**src/rtl/apb_pkg.sv**
```systemverilog
`default_nettype none
// +----------------------------------------------------------------------------+
// | Module      : apb_pkg                                                      |
// | Description : Shared definitions for the 16-bit APB register bus: bus      |
// |               widths, transfer state encoding and slave register map.      |
// | Revision    : 1.0 - initial release                                        |
// +----------------------------------------------------------------------------+
package apb_pkg;

  // Bus widths: address, data and byte-strobe lanes.
  localparam int unsigned APB_AW = 32;
  localparam int unsigned APB_DW = 16;
  localparam int unsigned APB_SW = 2;

  // Register map of the PWM register slave.
  localparam logic [APB_AW-1:0] MEM0 = 32'd0;
  localparam logic [APB_AW-1:0] MEM1 = 32'd1;

  // Initiator transfer phase.
  typedef enum logic [1:0] {
    IDLE   = 2'd0,
    SETUP  = 2'd1,
    ACCESS = 2'd2
  } apb_state_e;

endpackage
`default_nettype wire

```
**src/rtl/apb_timeout_cnt.sv**
```systemverilog
`default_nettype none
// +----------------------------------------------------------------------------+
// | Module      : apb_timeout_cnt                                              |
// | Description : Wait-state watchdog for one APB transfer. Counts ACCESS      |
// |               cycles in which the completer holds pready low and flags     |
// |               the cycle in which the count reaches TIMEOUT_CYC.            |
// | Revision    : 1.0 - initial release                                        |
// +----------------------------------------------------------------------------+
// | Ports                                                                      |
// |   pclk   in  1 : bus clock, rising edge                                    |
// |   rsn    in  1 : asynchronous active-low reset                             |
// |   clr    in  1 : restart count (new transfer entering SETUP)               |
// |   en     in  1 : ACCESS cycle with pready low                              |
// |   expire out 1 : this stalled cycle is the TIMEOUT_CYC-th one              |
// +----------------------------------------------------------------------------+
module apb_timeout_cnt #(
  parameter int unsigned TIMEOUT_CYC = 255
) (
  input  logic pclk,
  input  logic rsn,
  input  logic clr,
  input  logic en,
  output logic expire
);

  // Count reaches TIMEOUT_CYC on the edge that ends the stalled cycle in
  // which the counter still reads TIMEOUT_CYC-1, so abort is taken there.
  localparam logic [15:0] c_last = 16'(TIMEOUT_CYC - 1);

  logic [15:0] r_cnt;

  always_ff @(posedge pclk or negedge rsn) begin
    if (!rsn) begin
      r_cnt <= '0;
    end else if (clr) begin
      r_cnt <= '0;
    end else if (en) begin
      r_cnt <= r_cnt + 16'd1;
    end
  end

  assign expire = en && (r_cnt == c_last);

endmodule
`default_nettype wire

```
**src/rtl/apb_master.sv**
```systemverilog
`default_nettype none
// +----------------------------------------------------------------------------+
// | Module      : apb_master                                                   |
// | Description : APB initiator. Takes single read/write commands on a         |
// |               valid/ready port, runs SETUP/ACCESS toward the slaves,       |
// |               waits on pready and returns data/error on a one-cycle        |
// |               response strobe. Back-to-back commands keep psel high.       |
// | Option      : APB_MASTER_TIMEOUT_EN - abort a transfer after TIMEOUT_CYC   |
// |               stalled ACCESS cycles with rsp_err=1, rsp_rdata=0.           |
// | Revision    : 1.0 - initial release                                        |
// +----------------------------------------------------------------------------+
// | Ports                                                                      |
// |   pclk, rsn                      : clock, async active-low reset           |
// |   cmd_valid/cmd_ready            : command handshake                       |
// |   cmd_write/addr/wdata/strb      : command payload                         |
// |   rsp_valid/rsp_rdata/rsp_err    : one-cycle response                      |
// |   paddr/pwdata/pwrite/psel/penable/pstrb : APB request (registered)        |
// |   prdata/pready/pslverr          : APB completer                           |
// +----------------------------------------------------------------------------+
module apb_master
  import apb_pkg::*;
#(
  parameter int unsigned TIMEOUT_CYC = 255
) (
  input  logic              pclk,
  input  logic              rsn,
  input  logic              cmd_valid,
  output logic              cmd_ready,
  input  logic              cmd_write,
  input  logic [APB_AW-1:0] cmd_addr,
  input  logic [APB_DW-1:0] cmd_wdata,
  input  logic [APB_SW-1:0] cmd_strb,
  output logic              rsp_valid,
  output logic [APB_DW-1:0] rsp_rdata,
  output logic              rsp_err,
  output logic [APB_AW-1:0] paddr,
  output logic [APB_DW-1:0] pwdata,
  output logic              pwrite,
  output logic              psel,
  output logic              penable,
  output logic [APB_SW-1:0] pstrb,
  input  logic [APB_DW-1:0] prdata,
  input  logic              pready,
  input  logic              pslverr
);

  apb_state_e        r_state, w_state_nxt;
  logic [APB_AW-1:0] r_paddr, w_paddr_nxt;
  logic [APB_DW-1:0] r_pwdata, w_pwdata_nxt;
  logic              r_pwrite, w_pwrite_nxt;
  logic              r_psel, w_psel_nxt;
  logic              r_penable, w_penable_nxt;
  logic [APB_SW-1:0] r_pstrb, w_pstrb_nxt;
  logic              r_rsp_valid, w_rsp_valid_nxt;
  logic [APB_DW-1:0] r_rsp_rdata, w_rsp_rdata_nxt;
  logic              r_rsp_err, w_rsp_err_nxt;
  logic              w_load;
  logic              w_expire;

  // A new command can be taken when idle, and also on the completing ACCESS
  // cycle so that a waiting command chains straight into SETUP.
  assign cmd_ready = (r_state == IDLE) || ((r_state == ACCESS) && pready);

`ifdef APB_MASTER_TIMEOUT_EN
  apb_timeout_cnt #(
    .TIMEOUT_CYC (TIMEOUT_CYC)
  ) u_timeout_cnt (
    .pclk   (pclk),
    .rsn    (rsn),
    .clr    (w_load),
    .en     ((r_state == ACCESS) && !pready),
    .expire (w_expire)
  );
`else
  // Without the watchdog ACCESS waits for pready indefinitely.
  logic [15:0] w_unused_tmo;
  assign w_unused_tmo = 16'(TIMEOUT_CYC);
  assign w_expire     = 1'b0;
`endif

  always_comb begin
    w_state_nxt     = r_state;
    w_paddr_nxt     = r_paddr;
    w_pwdata_nxt    = r_pwdata;
    w_pwrite_nxt    = r_pwrite;
    w_psel_nxt      = r_psel;
    w_penable_nxt   = r_penable;
    w_pstrb_nxt     = r_pstrb;
    w_rsp_valid_nxt = 1'b0;
    w_rsp_rdata_nxt = r_rsp_rdata;
    w_rsp_err_nxt   = r_rsp_err;
    w_load          = 1'b0;

    case (r_state)
      IDLE: begin
        if (cmd_valid) begin
          w_load        = 1'b1;
          w_psel_nxt    = 1'b1;
          w_penable_nxt = 1'b0;
          w_state_nxt   = SETUP;
        end
      end

      SETUP: begin
        w_penable_nxt = 1'b1;
        w_state_nxt   = ACCESS;
      end

      ACCESS: begin
        // pready has priority over a watchdog expiry in the same cycle.
        if (pready) begin
          w_rsp_valid_nxt = 1'b1;
          w_rsp_err_nxt   = pslverr;
          if (!r_pwrite) begin
            w_rsp_rdata_nxt = prdata;
          end
          w_penable_nxt = 1'b0;
          if (cmd_valid) begin
            w_load      = 1'b1;
            w_state_nxt = SETUP;
          end else begin
            w_psel_nxt  = 1'b0;
            w_state_nxt = IDLE;
          end
        end else if (w_expire) begin
          w_rsp_valid_nxt = 1'b1;
          w_rsp_err_nxt   = 1'b1;
          w_rsp_rdata_nxt = '0;
          w_psel_nxt      = 1'b0;
          w_penable_nxt   = 1'b0;
          w_state_nxt     = IDLE;
        end
      end

      default: begin
        w_psel_nxt    = 1'b0;
        w_penable_nxt = 1'b0;
        w_state_nxt   = IDLE;
      end
    endcase

    // Request fields are captured only when a command is accepted; they
    // hold their last values through ACCESS and while idle.
    if (w_load) begin
      w_paddr_nxt  = cmd_addr;
      w_pwdata_nxt = cmd_wdata;
      w_pwrite_nxt = cmd_write;
      w_pstrb_nxt  = cmd_write ? cmd_strb : '0;
    end
  end

  always_ff @(posedge pclk or negedge rsn) begin
    if (!rsn) begin
      r_state     <= IDLE;
      r_paddr     <= '0;
      r_pwdata    <= '0;
      r_pwrite    <= 1'b0;
      r_psel      <= 1'b0;
      r_penable   <= 1'b0;
      r_pstrb     <= '0;
      r_rsp_valid <= 1'b0;
      r_rsp_rdata <= '0;
      r_rsp_err   <= 1'b0;
    end else begin
      r_state     <= w_state_nxt;
      r_paddr     <= w_paddr_nxt;
      r_pwdata    <= w_pwdata_nxt;
      r_pwrite    <= w_pwrite_nxt;
      r_psel      <= w_psel_nxt;
      r_penable   <= w_penable_nxt;
      r_pstrb     <= w_pstrb_nxt;
      r_rsp_valid <= w_rsp_valid_nxt;
      r_rsp_rdata <= w_rsp_rdata_nxt;
      r_rsp_err   <= w_rsp_err_nxt;
    end
  end

  assign paddr     = r_paddr;
  assign pwdata    = r_pwdata;
  assign pwrite    = r_pwrite;
  assign psel      = r_psel;
  assign penable   = r_penable;
  assign pstrb     = r_pstrb;
  assign rsp_valid = r_rsp_valid;
  assign rsp_rdata = r_rsp_rdata;
  assign rsp_err   = r_rsp_err;

endmodule
`default_nettype wire

```
**config.mk**
```make
export PLATFORM = sky130hd
export DESIGN_NAME = apb_master
export DESIGN_NICKNAME = d
export VERILOG_FILES = /design/src/rtl/apb_pkg.sv /design/src/rtl/apb_timeout_cnt.sv /design/src/rtl/apb_master.sv
export SDC_FILE = /design/constraint.sdc
export NUM_CORES = 1
export LEC_CHECK = 0
export CORE_UTILIZATION = 42
export DETAILED_ROUTE_END_ITERATION = 12
export GPL_ROUTABILITY_DRIVEN = 0
export GPL_TIMING_DRIVEN = 0
export PLACE_DENSITY = 0.89
export SLEW_MARGIN = 20
export SYNTH_ARGS = -nofsm -noshare
export SYNTH_HDL_FRONTEND = slang
export SYNTH_HIERARCHICAL = 1
export SYNTH_SLANG_ARGS = --single-unit
```
**constraint.sdc**
```tcl
create_clock -name pclk -period 3.6 [get_ports pclk]
set_input_delay 0.54 -clock pclk [delete_from_list [all_inputs] [get_ports pclk]]
set_output_delay 0.54 -clock pclk [all_outputs]
set_load 0.05 [all_outputs]
```
Yosys cells after proc, flatten, opt, wreduce, memory -nomap -nowiden
Cells that the tools add are included.
{"block": "totals", "reg_bits": 73, "output_inout_bits": 72, "word_cells": 41, "inputBits": 72}
{"block": "classes", "bitwise": 2, "reduce_logical": 7, "n_eq_ne": 5, "mux": 17}
{"operator": "$mux W1", "n": 10}
{"operator": "$mux W2", "n": 3}
{"operator": "$ne A2 B2 Y1 const B", "n": 3}
{"operator": "$pmux W1 S3", "n": 2}
{"operator": "$pmux W2 S3", "n": 1}
{"operator": "$reduce_and A2 Y1", "n": 2}
{"operator": "$reduce_and A4 Y1", "n": 1}
{"operator": "$reduce_and A3 Y1", "n": 1}
{"operator": "$eq A2 B1 Y1 const B", "n": 1}
{"operator": "$eq A2 B2 Y1 const B", "n": 1}
{"operator": "$logic_not A2 Y1", "n": 1}
{"operator": "$not A1 Y1", "n": 2}
{"operator": "$pmux W1 S2", "n": 1}
{"operator": "$logic_and A1 B1 Y1", "n": 1}
{"operator": "$logic_or A1 B1 Y1", "n": 1}

Longest topological paths before layout
Gate-level depths: netlist of run 1.
{"block": "logic_depth", "ltp_word": 3, "ltp_mapped": 4, "mapped_depth_nobuf": 3}

Least setup slack after synthesis of run 1
Ideal clock, no wire load.
{"block": "synth_path", "kind": "reg2out", "from": "register r_state[1]", "to": "output cmd_ready", "required_ns": 3.060, "n_path_buf": 0, "setup_slack_ns": 1.618, "arrival_time_ns": 1.442, "stages_incl_launch_ff": 3, "path_cell_list": "dfrtp_1 nor2b_4 nor2_1"}
{"block": "synth_via", "elab_chain_len": 3, "word_cells_on_any_way": 4, "classes_between": "eq/ne (1); reduce/logical (3)"}
{"element": "start: declaration", "line": "apb_master.sv:47", "text": "apb_state_e r_state, w_state_nxt;"}
{"element": "start signal: assignment", "line": "apb_master.sv:165", "text": "r_state <= w_state_nxt;"}
{"element": "$eq A2 B2 Y1", "line": "apb_master.sv:62", "text": "assign cmd_ready = (r_state == IDLE) || ((r_state == ACCESS) && pready);"}
{"element": "$logic_and A1 B1 Y1", "line": "apb_master.sv:62"}
{"element": "$logic_or A1 B1 Y1 *", "line": "apb_master.sv:62"}
{"element": "end: declaration", "line": "apb_master.sv:28", "text": "output logic cmd_ready,"}
Mark *: on every way between the ends. The rest lies on a longest branch, timed or not.

Final worst setup path of run 1
{"block": "layout_path", "from": "input pready", "to": "output cmd_ready"}
{"block": "layout_via", "elab_chain_len": 2}
{"element": "start: declaration", "line": "apb_master.sv:43", "text": "input logic pready,"}
{"element": "$logic_and A1 B1 Y1", "line": "apb_master.sv:62"}
{"element": "$logic_or A1 B1 Y1", "line": "apb_master.sv:62"}
No other way between the ends.

==> results.md, run 1 <==
* Clock transition at path regs at 0.07 ns
* R2R Path Start: r_state[1]
* Routed len/inst at 15.33 um
* Worst Hold Class: in2async
* Final net count at 390
* Die Y at 82.72 um
* Via-to-Cell Ratio at 4.892
* Fill count at 451
* Placed wire-length estimate at 4668 um
* Worst Skew at 0.005058 ns
* Prevailing post-synth register cell: dfrtp_1
* Total power at 3.600 mW
* GRT Total Usage at 18.55%
* Reg2Reg Setup Slack at 1.88 ns
* Post-CTS Setup Repair Bufs at 0
* Hold WS at 0.1396 ns
* Min Tclk post-route at 2.642 ns
* Count of hold-fix buffers inserted at cts at 0
* CP cell instances: clkdlybuf4s50_1, nor2b_4, nor2_1, clkdlybuf4s50_1
* IO buf count at 143
* Storage cell area at 1802 um2
* Post-synthesis area per instance at 16.79 um2
* Final setup fails at 0
* CTS tree: done
* Initial DRC count at 41
* Max Fclk at 378.5 MHz
* Final Max Slew Viols at 0
* VDD IR max at 0.0004748 V
* Io pins at 144
* Remaining DRCs at 0
* Leakage at 1.848 nW
* CTS Sinks at 72
* Starting Density at 43.34%
* Synth Net Count at 235
* Antenna violations before repair at 0
* WS Path Type: in2out
* Max incr delay on CP at 0.83 ns
* Fin area at 4442 um2
* Critical path launch point type: input port
* N_diodes at 0
* RR Endpoint: paddr[20]
* CTS root buffer: clkbuf_8
* Max_slew headroom at 64.31%
* Total number of vias at 1,942
* Worst Path Arrival at 2.10 ns
* Netlist cell types at 15
* Final hold vios at 0
* Async S/R FF share, synth at 100.0%
* PwrDens at 810.6 nW/um2
* Skew-Pair Late Insertion Delay at 0.33 ns
* CTS Buffer Depth at 2
* Post-cts repair resize count at 0
* Core area at 6314 um2
* CP Capture Type: output port
* Final ANT Viol Nets at 0
* Worst EP required at 3.06 ns
* Tcrit/Tclk final at 73.38%
* Placed cell areas at 4282 um2
* TritonRoute pass-1 iters at 4
* Status: finished clean
* Multi-input logic area at 852.1 um2
* Sequential area share after synthesis at 65.84%
* Count leader, synth: dfrtp_1
* Largest area contributor in the netlist: dfrtp_1
* Max Cap Viol at 0
* Die Width at 82.72 um
* H-tree levels at 3
* Final wirelength at 6087 um
* Max Fanout on Critical Path at 3
* Die Area at 6842 um2
* Crit path from: pready
* Site Rows at 29
* GRT overflow at 0
* Cell mode on critical path: clkdlybuf4s50_1
* Top-area cell type share of the netlist area at 65.84%
* Most frequent cells after synthesis: 72 x dfrtp_1, 66 x mux2_2, 5 x buf_6, 5 x inv_1, 3 x nand2_1
* Area grow syn2layout at 62.32%
* #FFs+latches synth at 72
* Layout cells sized above 1 at 27.81%
* R2r worst-path depth at 4
* First-pass GRT wire length at 9170 um
* CP max stage cell: clkdlybuf4s50_1
* Utilization after layout at 70.35%
* CTS buffer count at 9
* RSZ-0062 raised after global routing: no
* Number of global-route vias before repair at 1,970
* EDFF count, synth at 0
* Largest net degree at the start of global routing at 41
* Synthesized area at 2736 um2
* Yosys warnings at 6
* Worst Setup EP: cmd_ready
* Synthesized netlist cell count at 163
* Synth area leaders: dfrtp_1 66%, mux2_2 27%, buf_6 2.1%
* Slew @ Worst Pin at 0.5336 ns
-- flip-flops by register name (all words and copies together), names as in the netlist --
register   cells
pstrb          2
rsp_valid      1
pwdata        16
rsp_rdata     16
psel           1
r_state        2
rsp_err        1
pwrite         1
paddr         32
-- placed cells by master, fill, tap and decap left out, types with 2 or more instances in the layout --
master / instances
dfrtp_1: 72
mux2i_1: 2
inv_1: 5
mux2_2: 66
clkbuf_8: 11
buf_4: 2
buf_6: 5
clkdlybuf4s50_1: 142
nand2_1: 3
o21ai_0: 2
-- critical path, delay by kind of cell --
kind | cells | cell delay (ns)
AND/OR/NAND/NOR | 2 | 0.17
buffers and inverters | 2 | 1.38
-- report_power, final --
part | internal (mW) | switching (mW) | total [mW]
Sequential | 1.06 | 0.130 | 1.19
Combinational | 0.707 | 1.16 | 1.86
Clock | 0.276 | 0.270 | 0.546
-- layout make-up --
type                            count  area share, %
Buffer                              6          1.437
Clock buffer                       12          3.493
Clock inverter                      1         0.1127
Inverter                            5         0.4225
Multi-Input combinational cell     80          19.18
Sequential cell                    72          40.56
Tap cell                           77          2.169
Timing Repair Buffer              144          32.62
-- through the flow --
step                      cells  TNS [ns]  worst slack (ns)
after floorplan             163         0             1.618
after global placement      383    -29.71           -0.4153
after detailed placement    384         0            0.9384
after CTS                   397         0            0.9373
after global routing        397         0            0.9132
final                       397         0            0.9581
-- how the worst min path moves through the flow --
stage | endpoint | slack [ns] | from | cells after the start
floorplan | paddr[0] | 0.24 | rsn | 0
detailed placement | paddr[17] | 0.49 | paddr[17] | 1
global route | pwdata[13] | 0.17 | rsn | 1
finish | pwdata[13] | 0.14 | rsn | 1
CTS | pwdata[5] | 0.15 | rsn | 1
global placement | pwdata[3] | 0.49 | pwdata[3] | 1
-- kinds of logic after synthesis --
| group | Yosys count | synth area share (%) |
|---|---|---|
| AOI/OAI and AO/OA | 4 | 0.8230 |
| DFF | 72 | 65.84 |
| muxes | 68 | 27.89 |
| buffers and inverters | 11 | 3.018 |
| and+or+nand+nor | 8 | 2.423 |
-- per-layer routing --
| metal | vias up | routed length [um] | track usage, % |
|---|---|---|---|
| li1 | 875 | - | - |
| met1 | 968 | 2244 | 20.68 |
| met2 | 87 | 3151 | 31.48 |
| met3 | 12 | 565 | 5.824 |
| met4 | 0 | 125 | 10.00 |
| met5 | - | 0 | 0 |
Note: power is estimated with default switching activity, not from simulation.
==> run 2: changes to the inputs <==
--- a/config.mk
+++ b/config.mk
@@ -5,11 +5,11 @@
 export SDC_FILE = /design/constraint.sdc
 export NUM_CORES = 1
 export LEC_CHECK = 0
-export CORE_UTILIZATION = 42
+export CORE_UTILIZATION = 39
 export DETAILED_ROUTE_END_ITERATION = 12
 export GPL_ROUTABILITY_DRIVEN = 0
 export GPL_TIMING_DRIVEN = 0
-export PLACE_DENSITY = 0.89
+export PLACE_DENSITY = 0.84
 export SLEW_MARGIN = 20
 export SYNTH_ARGS = -nofsm -noshare
 export SYNTH_HDL_FRONTEND = slang
==> constraint.sdc (replaced) <==
create_clock -name pclk -period 2.5 [get_ports pclk]
set_input_delay 0.375 -clock pclk [delete_from_list [all_inputs] [get_ports pclk]]
set_output_delay 0.375 -clock pclk [all_outputs]
set_load 0.05 [all_outputs]
==> results.md, run 2 (synthesized netlist as in run 1, its figures left out) <==
* Post-cts repair resize count at 0 (unchanged)
* CTS Sinks at 72 (unchanged)
* Max Cap Viol at 0 (unchanged)
* VDD IR max at 0.0005982 V (+26%)
* Final ANT Viol Nets at 0 (unchanged)
* CTS root buffer: clkbuf_8
* Final WS setup at 0.2172 ns (-0.7410 ns)
* First-pass GRT wire length at 9597 um (+4.7%)
* Via-to-Cell Ratio at 4.584 (-6.3%)
* Leakage at 1.848 nW (unchanged)
* Reg2Reg Setup Slack at 0.80 ns (-1.08 ns)
* Count of hold-fix buffers inserted at cts at 0 (unchanged)
* Commonest non-fill, non-tap cells in the layout: 142 x clkdlybuf4s50_1, 72 x dfrtp_1, 66 x mux2_2
* Final setup fails at 0 (unchanged)
* Fill count at 538 (+19%)
* Largest net degree at the start of global routing at 41 (unchanged)
* Final hold vios at 0 (unchanged)
* Grt met1 use at 19.94% (-0.75 points)
* Number of global-route vias before repair at 1,997 (+1.4%)
* GRT Total Usage at 17.11% (-1.4 points)
* Clock transition at path regs at 0.07 ns (about the same)
* IO buf count at 143 (unchanged)
* Layout cells sized above 1 at 27.81% (unchanged)
* Worst EP required at 2.12 ns (-0.94 ns)
* PwrDens at 1160 nW/um2 (+43%)
* CTS Buffer Depth at 2 (unchanged)
* Storage cell area at 1802 um2 (unchanged)
* WS Path Type: in2out
* Die Width at 85.77 um (+3.7%)
* CTS tree: done
* Part of the power in combinational logic at 51.9% (about the same)
* Final net count at 390 (unchanged)
* Max_slew headroom at 64.50% (+0.19 points)
* Routed len/inst at 14.19 um (-7.4%)
* Worst Skew at 0.005329 ns (+0.0002715 ns)
* Met3 usage at 7.892% (+2.1 points)
* Crit path from: pready
* GRT overflow at 0 (unchanged)
* Remaining DRCs at 0 (unchanged)
* Status: finished clean
* Max Fclk at 438.1 MHz
* Slew @ Worst Pin at 0.5308 ns (-0.002793 ns)
* RR Endpoint: pwdata[2]
* Min Tclk post-route at 2.283 ns
* Max Fanout on Critical Path at 3 (unchanged)
* RSZ-0062 raised after global routing: no
* Skew-Pair Late Insertion Delay at 0.33 ns (about the same)
* Final wirelength at 5905 um (-3.0%)
* Worst slack at placement at 0.2165 ns (-0.7219 ns)
* CP Capture Type: output port
* Int Pwr at 2.941 mW (+44%)
* Io pins at 144 (unchanged)
* Multi-input logic area at 852.1 um2 (unchanged)
* Post-CTS Setup Repair Bufs at 0 (unchanged)
* Hold WS at 0.01075 ns (-0.1289 ns)
* Max reg flops at 32 (unchanged)
* Sw frac at 43.21% (-0.053 points)
* Clk pwr share at 15.1% (about the same)
* Peak-usage layer in the global routing report: met2
* R2R Path Start: r_state[1]
* H-tree levels at 3 (unchanged)
* Met2 Track Usage GR at 28.44% (-3.0 points)
* N_diodes at 0 (unchanged)
* Commonest non-fill, non-tap cell in the layout: clkdlybuf4s50_1
* Final Max Slew Viols at 0 (unchanged)
* Tcrit/Tclk final at 91.31%
* Placed wire-length estimate at 4503 um (-3.5%)
* R2r worst-path depth at 4 (unchanged)
* Die Area at 7356 um2 (+7.5%)
* Worst Hold Class: in2async
* Total number of vias at 1,907 (-1.8%)
* Area grow syn2layout at 63.19%
* Die Y at 85.77 um (+3.7%)
* Sequential share of power at 33.0% (about the same)
* CTS buffer count at 9 (unchanged)
* Antenna violations before repair at 0 (unchanged)
* Worst Path Arrival at 1.91 ns (-0.19 ns)
* Site Rows at 30 (+3.4%)
* Psw at 2.238 mW (+44%)
* Worst Setup EP: cmd_ready
* Initial DRC count at 31 (-24%)
* Critical path launch point type: input port
* Core area at 6794 um2 (+7.6%)
* TritonRoute pass-1 iters at 4 (unchanged)
* Starting Density at 40.28% (-3.1 points)
-- run 2: cell counts in the layout (fill, tap and decap cells not counted) --
No cell type changed its count.
-- run 2: critical path: stages --
cell	delay, ns
clkdlybuf4s50_1	0.55
nor2b_4	0.07
nor2_1	0.09
clkdlybuf4s50_1	0.82
-- run 2: per-stage QoR --
step | power, mW | instance area, um2 | setup TNS (ns) | std cells | util, %
3_3_place_gp | 4.385 | 4288 | -99.21 | 402 | 63.11
3_5_place_dp | 4.446 | 4305 | 0 | 403 | 63.37
6_report | 5.179 | 4466 | 0 | 416 | 65.73
4_1_cts | 5.238 | 4466 | 0 | 416 | 65.73
5_1_grt | 5.414 | 4466 | 0 | 416 | 65.73
2_1_floorplan | 3.448 | 2736 | 0 | 163 | -
-- run 2: how the worst min path moves through the flow --
stage	slack [ns]	endpoint	cells past startpoint
after CTS	0.02	pwdata[10]	1
after detailed placement	0.39	pwdata[5]	1
after floorplan	0.08	paddr[0]	0
after global placement	0.49	rsp_err	1
after global routing	0.05	pwdata[5]	1
final	0.01	pwdata[5]	1
-- run 2: layout make-up --
| type | instances | share of cell area [%] |
|---|---|---|
| clock buffers | 12 | 3.474 |
| flip-flops and latches | 72 | 40.35 |
| repair buffers | 144 | 32.45 |
| multi-input cells | 80 | 19.08 |
| inverters | 5 | 0.4203 |
| well taps | 96 | 2.690 |
| plain buffers | 6 | 1.429 |
| clock inverters | 1 | 0.1121 |
-- run 2: power by group through the flow --
stage | sequential (mW) | combinational (mW) | clock, mW
floorplan | 3.01 | 0.440 | 0
global placement | 1.71 | 2.67 | 0
detailed placement | 1.74 | 2.71 | 0
CTS | 1.72 | 2.71 | 0.808
global route | 1.76 | 2.79 | 0.866
finish | 1.71 | 2.69 | 0.780
-- run 2: per-layer routing --
layer	share of wire (%)	routed length, um	vias to the layer above
met5	0	0	-
met4	0.91	54	0
met3	8.7	515	7
met2	51	2992	84
met1	40	2343	941
li1	-	-	875
